[src/rtl/d7s_pkg.sv]
// Shared 7-segment definitions: segment codes, scan payload, decoder FSM states
// and the segment-to-nibble decode function.
package d7s_pkg;

   localparam int unsigned NUM_DIGITS = 3;
   localparam int unsigned SEG_W      = 7;
   localparam int unsigned NIB_W      = 4;
   localparam int unsigned DIG_W      = NUM_DIGITS * NIB_W;

   typedef logic [SEG_W-1:0] seg_t;

   // Segment codes, bit order {g,f,e,d,c,b,a}
   localparam seg_t SEG_0 = 7'h3F;
   localparam seg_t SEG_1 = 7'h06;
   localparam seg_t SEG_2 = 7'h5B;
   localparam seg_t SEG_3 = 7'h4F;
   localparam seg_t SEG_4 = 7'h66;
   localparam seg_t SEG_5 = 7'h6D;
   localparam seg_t SEG_6 = 7'h7D;
   localparam seg_t SEG_7 = 7'h07;
   localparam seg_t SEG_8 = 7'h7F;
   localparam seg_t SEG_9 = 7'h6F;
   localparam seg_t SEG_A = 7'h77;
   localparam seg_t SEG_B = 7'h7C;
   localparam seg_t SEG_C = 7'h39;
   localparam seg_t SEG_D = 7'h5E;
   localparam seg_t SEG_E = 7'h79;
   localparam seg_t SEG_F = 7'h71;

   typedef struct packed {
      logic [NUM_DIGITS-1:0] sel;
      seg_t                  seg;
   } scan_t;

   typedef enum logic {SETTLE, HELD} state_t;

   // Returns {valid, nibble}; valid is 0 for any pattern outside the table
   function automatic logic [NIB_W:0] seg2nib(input seg_t s);
      case (s)
         SEG_0:   seg2nib = 5'h10;
         SEG_1:   seg2nib = 5'h11;
         SEG_2:   seg2nib = 5'h12;
         SEG_3:   seg2nib = 5'h13;
         SEG_4:   seg2nib = 5'h14;
         SEG_5:   seg2nib = 5'h15;
         SEG_6:   seg2nib = 5'h16;
         SEG_7:   seg2nib = 5'h17;
         SEG_8:   seg2nib = 5'h18;
         SEG_9:   seg2nib = 5'h19;
         SEG_A:   seg2nib = 5'h1A;
         SEG_B:   seg2nib = 5'h1B;
         SEG_C:   seg2nib = 5'h1C;
         SEG_D:   seg2nib = 5'h1D;
         SEG_E:   seg2nib = 5'h1E;
         SEG_F:   seg2nib = 5'h1F;
         default: seg2nib = 5'h00;
      endcase
   endfunction

endpackage

[src/rtl/d7s_scan_decoder_sync2.sv]
// Two-flop synchronizer for an asynchronous input bus.
module d7s_scan_decoder_sync2 #(
   parameter int unsigned WIDTH = 1
) (
   input  logic             clk,
   input  logic             rst,
   input  logic [WIDTH-1:0] d,
   output logic [WIDTH-1:0] q
);

   logic [WIDTH-1:0] meta;

   always_ff @(posedge clk or posedge rst) begin
      if (rst) begin
         meta <= '0;
         q    <= '0;
      end else begin
         meta <= d;
         q    <= meta;
      end
   end

endmodule

[src/rtl/d7s_scan_decoder.sv]
// Receive side of a scanned 7-segment display: captures each stable
// {dig_sel, seg} value once and rebuilds the three displayed hex digits.
module d7s_scan_decoder
   import d7s_pkg::*;
#(
   parameter int unsigned STABLE_CYCLES  = 4,
   parameter int unsigned TIMEOUT_CYCLES = 65535
) (
   input  logic                  clk,
   input  logic                  rst,
   input  logic [SEG_W-1:0]      seg_in,
   input  logic [NUM_DIGITS-1:0] dig_sel_in,
   input  logic                  err_clr,
   output logic [DIG_W-1:0]      digits,
   output logic [NUM_DIGITS-1:0] digit_valid,
   output logic                  frame_done,
   output logic                  pattern_err,
   output logic                  sel_err,
   output logic                  link_lost
);

   localparam int unsigned SCNT_W = $clog2(STABLE_CYCLES + 1);
   localparam int unsigned TCNT_W = $clog2(TIMEOUT_CYCLES + 1);
   localparam logic [SCNT_W-1:0] SCNT_MAX = SCNT_W'(STABLE_CYCLES);
   localparam logic [SCNT_W-1:0] SCNT_HIT = SCNT_W'(STABLE_CYCLES - 1);
   localparam logic [TCNT_W-1:0] TCNT_MAX = TCNT_W'(TIMEOUT_CYCLES);
   localparam logic [TCNT_W-1:0] TCNT_HIT = TCNT_W'(TIMEOUT_CYCLES - 1);
   localparam logic [NUM_DIGITS-1:0] ALL_SEEN = '1;

   logic [SEG_W-1:0]      seg_s;
   logic [NUM_DIGITS-1:0] sel_s;
   scan_t                 cur, prev;
   logic                  changed_c;
   logic [SCNT_W-1:0]     scnt;
   logic [TCNT_W-1:0]     tcnt;
   state_t                state, state_n;
   logic                  cap_c, cap_ok_c, cap_pat_c, cap_sel_c, timeout_c;
   logic [NIB_W:0]        dec_c;
   logic [NUM_DIGITS-1:0] seen, seen_n, valid_n;
   logic [DIG_W-1:0]      digits_n;

   d7s_scan_decoder_sync2 #(.WIDTH(SEG_W)) u_sync_seg (
      .clk (clk), .rst (rst), .d (seg_in), .q (seg_s)
   );

   d7s_scan_decoder_sync2 #(.WIDTH(NUM_DIGITS)) u_sync_sel (
      .clk (clk), .rst (rst), .d (dig_sel_in), .q (sel_s)
   );

   assign cur       = {sel_s, seg_s};
   assign changed_c = (cur != prev);

   // Stability counter: the capture fires on the edge it would reach STABLE_CYCLES
   always_ff @(posedge clk or posedge rst) begin
      if (rst) begin
         prev <= '0;
         scnt <= '0;
      end else begin
         prev <= cur;
         if (changed_c)
            scnt <= '0;
         else if (scnt != SCNT_MAX)
            scnt <= scnt + SCNT_W'(1);
      end
   end

   always_ff @(posedge clk or posedge rst) begin
      if (rst) state <= SETTLE;
      else     state <= state_n;
   end

   always_comb begin
      state_n = state;
      cap_c   = 1'b0;
      case (state)
         SETTLE: if (!changed_c && scnt == SCNT_HIT) begin
            cap_c   = 1'b1;
            state_n = HELD;
         end
         HELD:   if (changed_c) state_n = SETTLE;
         default: state_n = SETTLE;
      endcase
   end

   assign dec_c     = seg2nib(cur.seg);
   assign cap_ok_c  = cap_c && $onehot(cur.sel) && dec_c[NIB_W];
   assign cap_pat_c = cap_c && $onehot(cur.sel) && !dec_c[NIB_W];
   assign cap_sel_c = cap_c && (cur.sel != '0) && !$onehot(cur.sel);
   assign timeout_c = !cap_ok_c && (tcnt == TCNT_HIT);

   // Next digit/valid/seen; a completed frame restarts seen before this edge's capture
   always_comb begin
      digits_n = digits;
      valid_n  = digit_valid;
      seen_n   = (seen == ALL_SEEN) ? '0 : seen;
      if (cap_ok_c) begin
         for (int unsigned i = 0; i < NUM_DIGITS; i++)
            if (cur.sel[i]) digits_n[NIB_W*i +: NIB_W] = dec_c[NIB_W-1:0];
         valid_n = valid_n | cur.sel;
         seen_n  = seen_n | cur.sel;
      end
      if (timeout_c) begin
         valid_n = '0;
         seen_n  = '0;
      end
   end

   always_ff @(posedge clk or posedge rst) begin
      if (rst) begin
         tcnt        <= '0;
         seen        <= '0;
         digits      <= '0;
         digit_valid <= '0;
         frame_done  <= 1'b0;
         pattern_err <= 1'b0;
         sel_err     <= 1'b0;
         link_lost   <= 1'b0;
      end else begin
         seen        <= seen_n;
         digits      <= digits_n;
         digit_valid <= valid_n;
         frame_done  <= (seen == ALL_SEEN);
         pattern_err <= (pattern_err && !err_clr) || cap_pat_c;
         sel_err     <= (sel_err && !err_clr) || cap_sel_c;
         if (cap_ok_c)
            tcnt <= '0;
         else if (tcnt != TCNT_MAX)
            tcnt <= tcnt + TCNT_W'(1);
         if (cap_ok_c)
            link_lost <= 1'b0;
         else if (timeout_c)
            link_lost <= 1'b1;
      end
   end

endmodule

[config.mk]
export PLATFORM = sky130hd
export DESIGN_NAME = d7s_scan_decoder
export DESIGN_NICKNAME = d
export VERILOG_FILES = /design/src/rtl/d7s_pkg.sv /design/src/rtl/d7s_scan_decoder_sync2.sv /design/src/rtl/d7s_scan_decoder.sv
export SDC_FILE = /design/constraint.sdc
export NUM_CORES = 1
export LEC_CHECK = 0
export CORE_MARGIN = 2
export CORE_UTILIZATION = 48
export DETAILED_ROUTE_END_ITERATION = 16
export DONT_BUFFER_PORTS = 1
export SETUP_SLACK_MARGIN = 0.2
export SLEW_MARGIN = 20
export SYNTH_ARGS = -nofsm -noshare
export SYNTH_HDL_FRONTEND = slang
export SYNTH_HIERARCHICAL = 1
export SYNTH_SLANG_ARGS = --single-unit
[constraint.sdc]
create_clock -name clk -period 3 [get_ports clk]
set_input_delay 0.3 -clock clk [delete_from_list [all_inputs] [get_ports clk]]
set_output_delay 0.3 -clock clk [all_outputs]
set_load 0.01 [all_outputs]
==> impl_metrics.tcl <==
set metrics [dict create \
    ys_types 58 \
    wl_per_cell_microns 15.2 \
    synth_top_area_share_pct 55.2 \
    netlist_area_sq_um 3270 \
    clock_latency_ns 0.34 \
    place_area_sq_um 3340 \
    synth_area_leaders "dfrtp_1 (55%), xnor2_1 (5.4%), mux2_1 (4.1%)" \
    synth-seq-cells 72 \
    netlist_instances 277 \
    tightest_slew_ns 0.543 \
    first_pass_iters 4 \
    overflow 0 \
    vias 2053 \
    hold_path.class "in2reg" \
    rows 30 \
    syn-num-nets 296 \
    maxCapViolCount 0 \
    rsz0062_at_grt "no" \
    seq_area_frac_synth_pct 55.2 \
    grt_pass1_wl_microns 9630 \
    routabilityCongestion 0.807 \
    totalWireLength_microns 5750 \
    fmaxAchievable_mhz 422 \
    start_kind "flip-flop" \
    ys.flop_type "dfrtp_1" \
    finalPower_uw 1870 \
    ctsLongestPathBuffers 2 \
    portBuffers 0 \
    grtUsageTotal_pct 16.9 \
    dp_hpwl_microns 3980 \
    power.leakage_uw 0.00162 \
    final_max_slew_viol_count 0 \
    die_area_sq_um 7480 \
    fillers 573 \
    crit_type "reg2reg" \
    drive_gt1_share_pct 11.7 \
    drc 0 \
    nets 313 \
    worstPathRequired_ns 3.23 \
    min_period_over_period_pct 79.0 \
    antennaDiodeCount 0 \
    finalSetupTns_ns 0 \
    synth_edf_count 0 \
    dieHeight_microns 86.5 \
    final_area_sq_um 3640 \
    detailedPlace.worstSlack_ns 0.614 \
    synth_warnings 6 \
    end_kind "flip-flop" \
    fin_skew_ns 0.00908 \
    fp.coreArea_sq_um 6680 \
    initial_core_util_pct 48.9 \
    grt_max_degree 28 \
    setup_viol 0 \
    cts_sinks 72 \
    power_density_nw_per_um2 513 \
    drt_iter0_markers 55 \
    status "completed" \
    ir_drop_uv 274 \
    postCtsResizedCells 0 \
    clkSlewWorstSetupHoldPaths_ns 0.08 \
    setup_ws_ns 0.630 \
    synth-async-reset-ratio_pct 100 \
    avgSynthCellArea_sq_um 11.8 \
    die_x_microns 86.5 \
    first_global_vias 1971 \
    cts_inserted_buffers 9 \
    antenna_found_initial 0 \
    syn2layout_area_growth_pct 11.5 \
    crit_arrival_ns 2.60 \
    synth_top_area_cell "dfrtp_1" \
    crit_fanout 14 \
    antenna_left 0 \
    hold_viol 0 \
    tritoncts "done" \
    slew_headroom_pct 62.8 \
    fin_crit_ns 2.37 \
    cts-root-buf "clkbuf_8" \
    htreeDepth 3 \
    avgViaCountPerCell 5.42 \
    io-pin-count 32 \
]
## state kept, by name, indices dropped and copies added, names as in the netlist
name             cells
u_sync_sel/q         3
seen                 3
pattern_err          1
prev                10
state                1
sel_err              1
u_sync_seg/meta      7
u_sync_sel/meta      3
u_sync_seg/q         7
tcnt                16
digit_valid          3
scnt                 3
frame_done           1
link_lost            1
digits              12
## cells in the mapped netlist, drive strengths merged (4+ instances only)
cell type and number:
inv 18, and3 4, xnor2 21, buf 9
xor2 5, mux2 12, nand3 7, nand4 7
nor2 23, dfrtp 72, nand2 15, a21oi 13
o21ai 6, o211ai 4, ha 5, nor2b 4
or2 4
## what timing repair did
| item | in CTS | in global routing |
|---|---|---|
| hold buffers | 11 | 0 |
| setup buffers | 0 | 0 |
| endpoints found under the hold margin | 55 | 0 |
| endpoints found under the setup margin | 0 | 0 |
## per-layer routing
layer	vias up	GRT usage, %	wire (microns)
met5	-	0	0
met2	47	25.0	2560
li1	996	-	-
met4	0	6.39	94
met1	1000	23.7	2810
met3	10	4.95	278
## placed cells by master (no fill, tap or decap), drive strengths merged, types with 3 or more instances in the layout
master | netlist | final
dfrtp | 72 | 72
nor2 | 23 | 23
xnor2 | 21 | 21
inv | 18 | 20
nand2 | 15 | 15
a21oi | 13 | 13
mux2 | 12 | 12
dlygate4sd3 | 0 | 11
clkbuf | 3 | 10
nand3 | 7 | 7
buf | 9 | 7
nand4 | 7 | 7
o21ai | 6 | 6
xor2 | 5 | 5
ha | 5 | 5
nor2b | 4 | 4
and3 | 4 | 4
o211ai | 4 | 4
or2 | 4 | 4
nand3b | 3 | 3
a2111oi | 3 | 3
o2111ai | 3 | 3
nor3 | 3 | 3
or3 | 3 | 3
## area by class of cell
class / count / area (sq um) / area share, %
sequential: 72 / 1800 / 49.5
multi-input combinational: 175 / 1320 / 36.1
timing repair buffer: 18 / 163 / 4.47
clock buffer: 10 / 128 / 3.50
tap: 80 / 100 / 2.75
clock inverter: 6 / 67.6 / 1.86
inverter: 18 / 67.6 / 1.86
## where the power goes
group / internal (uW) / switching, uW
combinational: 38.8 / 47.9
clock: 389 / 380
sequential: 990 / 22.0
total: 1420 / 450
## path summary, 6_finish.rpt
kind / to / start / slack [ns] / depth (start not counted)
max: tcnt[11] / u_sync_seg/q[4] / 0.63 / 6
min: sel_err / err_clr / 0.21 / 2
max reg2reg: tcnt[11] / u_sync_seg/q[4] / 0.63 / 6
min reg2reg: u_sync_seg/q[5] / u_sync_seg/meta[5] / 0.35 / 0
max in group asynchronous: digit_valid[2] / rst / 1.73 / 3
min in group asynchronous: u_sync_sel/meta[2] / rst / 0.37 / 2
## cells by family (layout without fill, tap and decap cells)
| logic type | after synthesis | after routing | share of synthesized area (%) |
|---|---|---|---|
| XOR/XNOR | 26 | 26 | 7.20 |
| AO/OA/AOI/OAI | 45 | 45 | 11.3 |
| buffers and inverters | 30 | 52 | 4.56 |
| multiplexers | 13 | 13 | 4.44 |
| flip-flops | 72 | 72 | 55.2 |
| adder cells (fa/ha/maj) | 6 | 6 | 2.53 |
| AND/OR/NAND/NOR | 85 | 85 | 14.8 |
## through the flow
stage	std cells	utilization (%)	hold slack (ns)
final	379	54.5	0.209
after global routing	379	54.5	0.201
after floorplan	277	-	0.0910
after CTS	379	54.5	0.196
after global placement	352	49.9	0.112
after detailed placement	352	49.9	0.114
## critical path: stages, from the launching register on
cell	delay [ns]
dfrtp_1	0.58
or4bb_1	0.56
o2bb2ai_1	0.23
a211o_2	0.27
o21a_1	0.32
buf_4	0.23
nor2_1	0.06
Note: power is estimated with default switching activity, not from simulation.
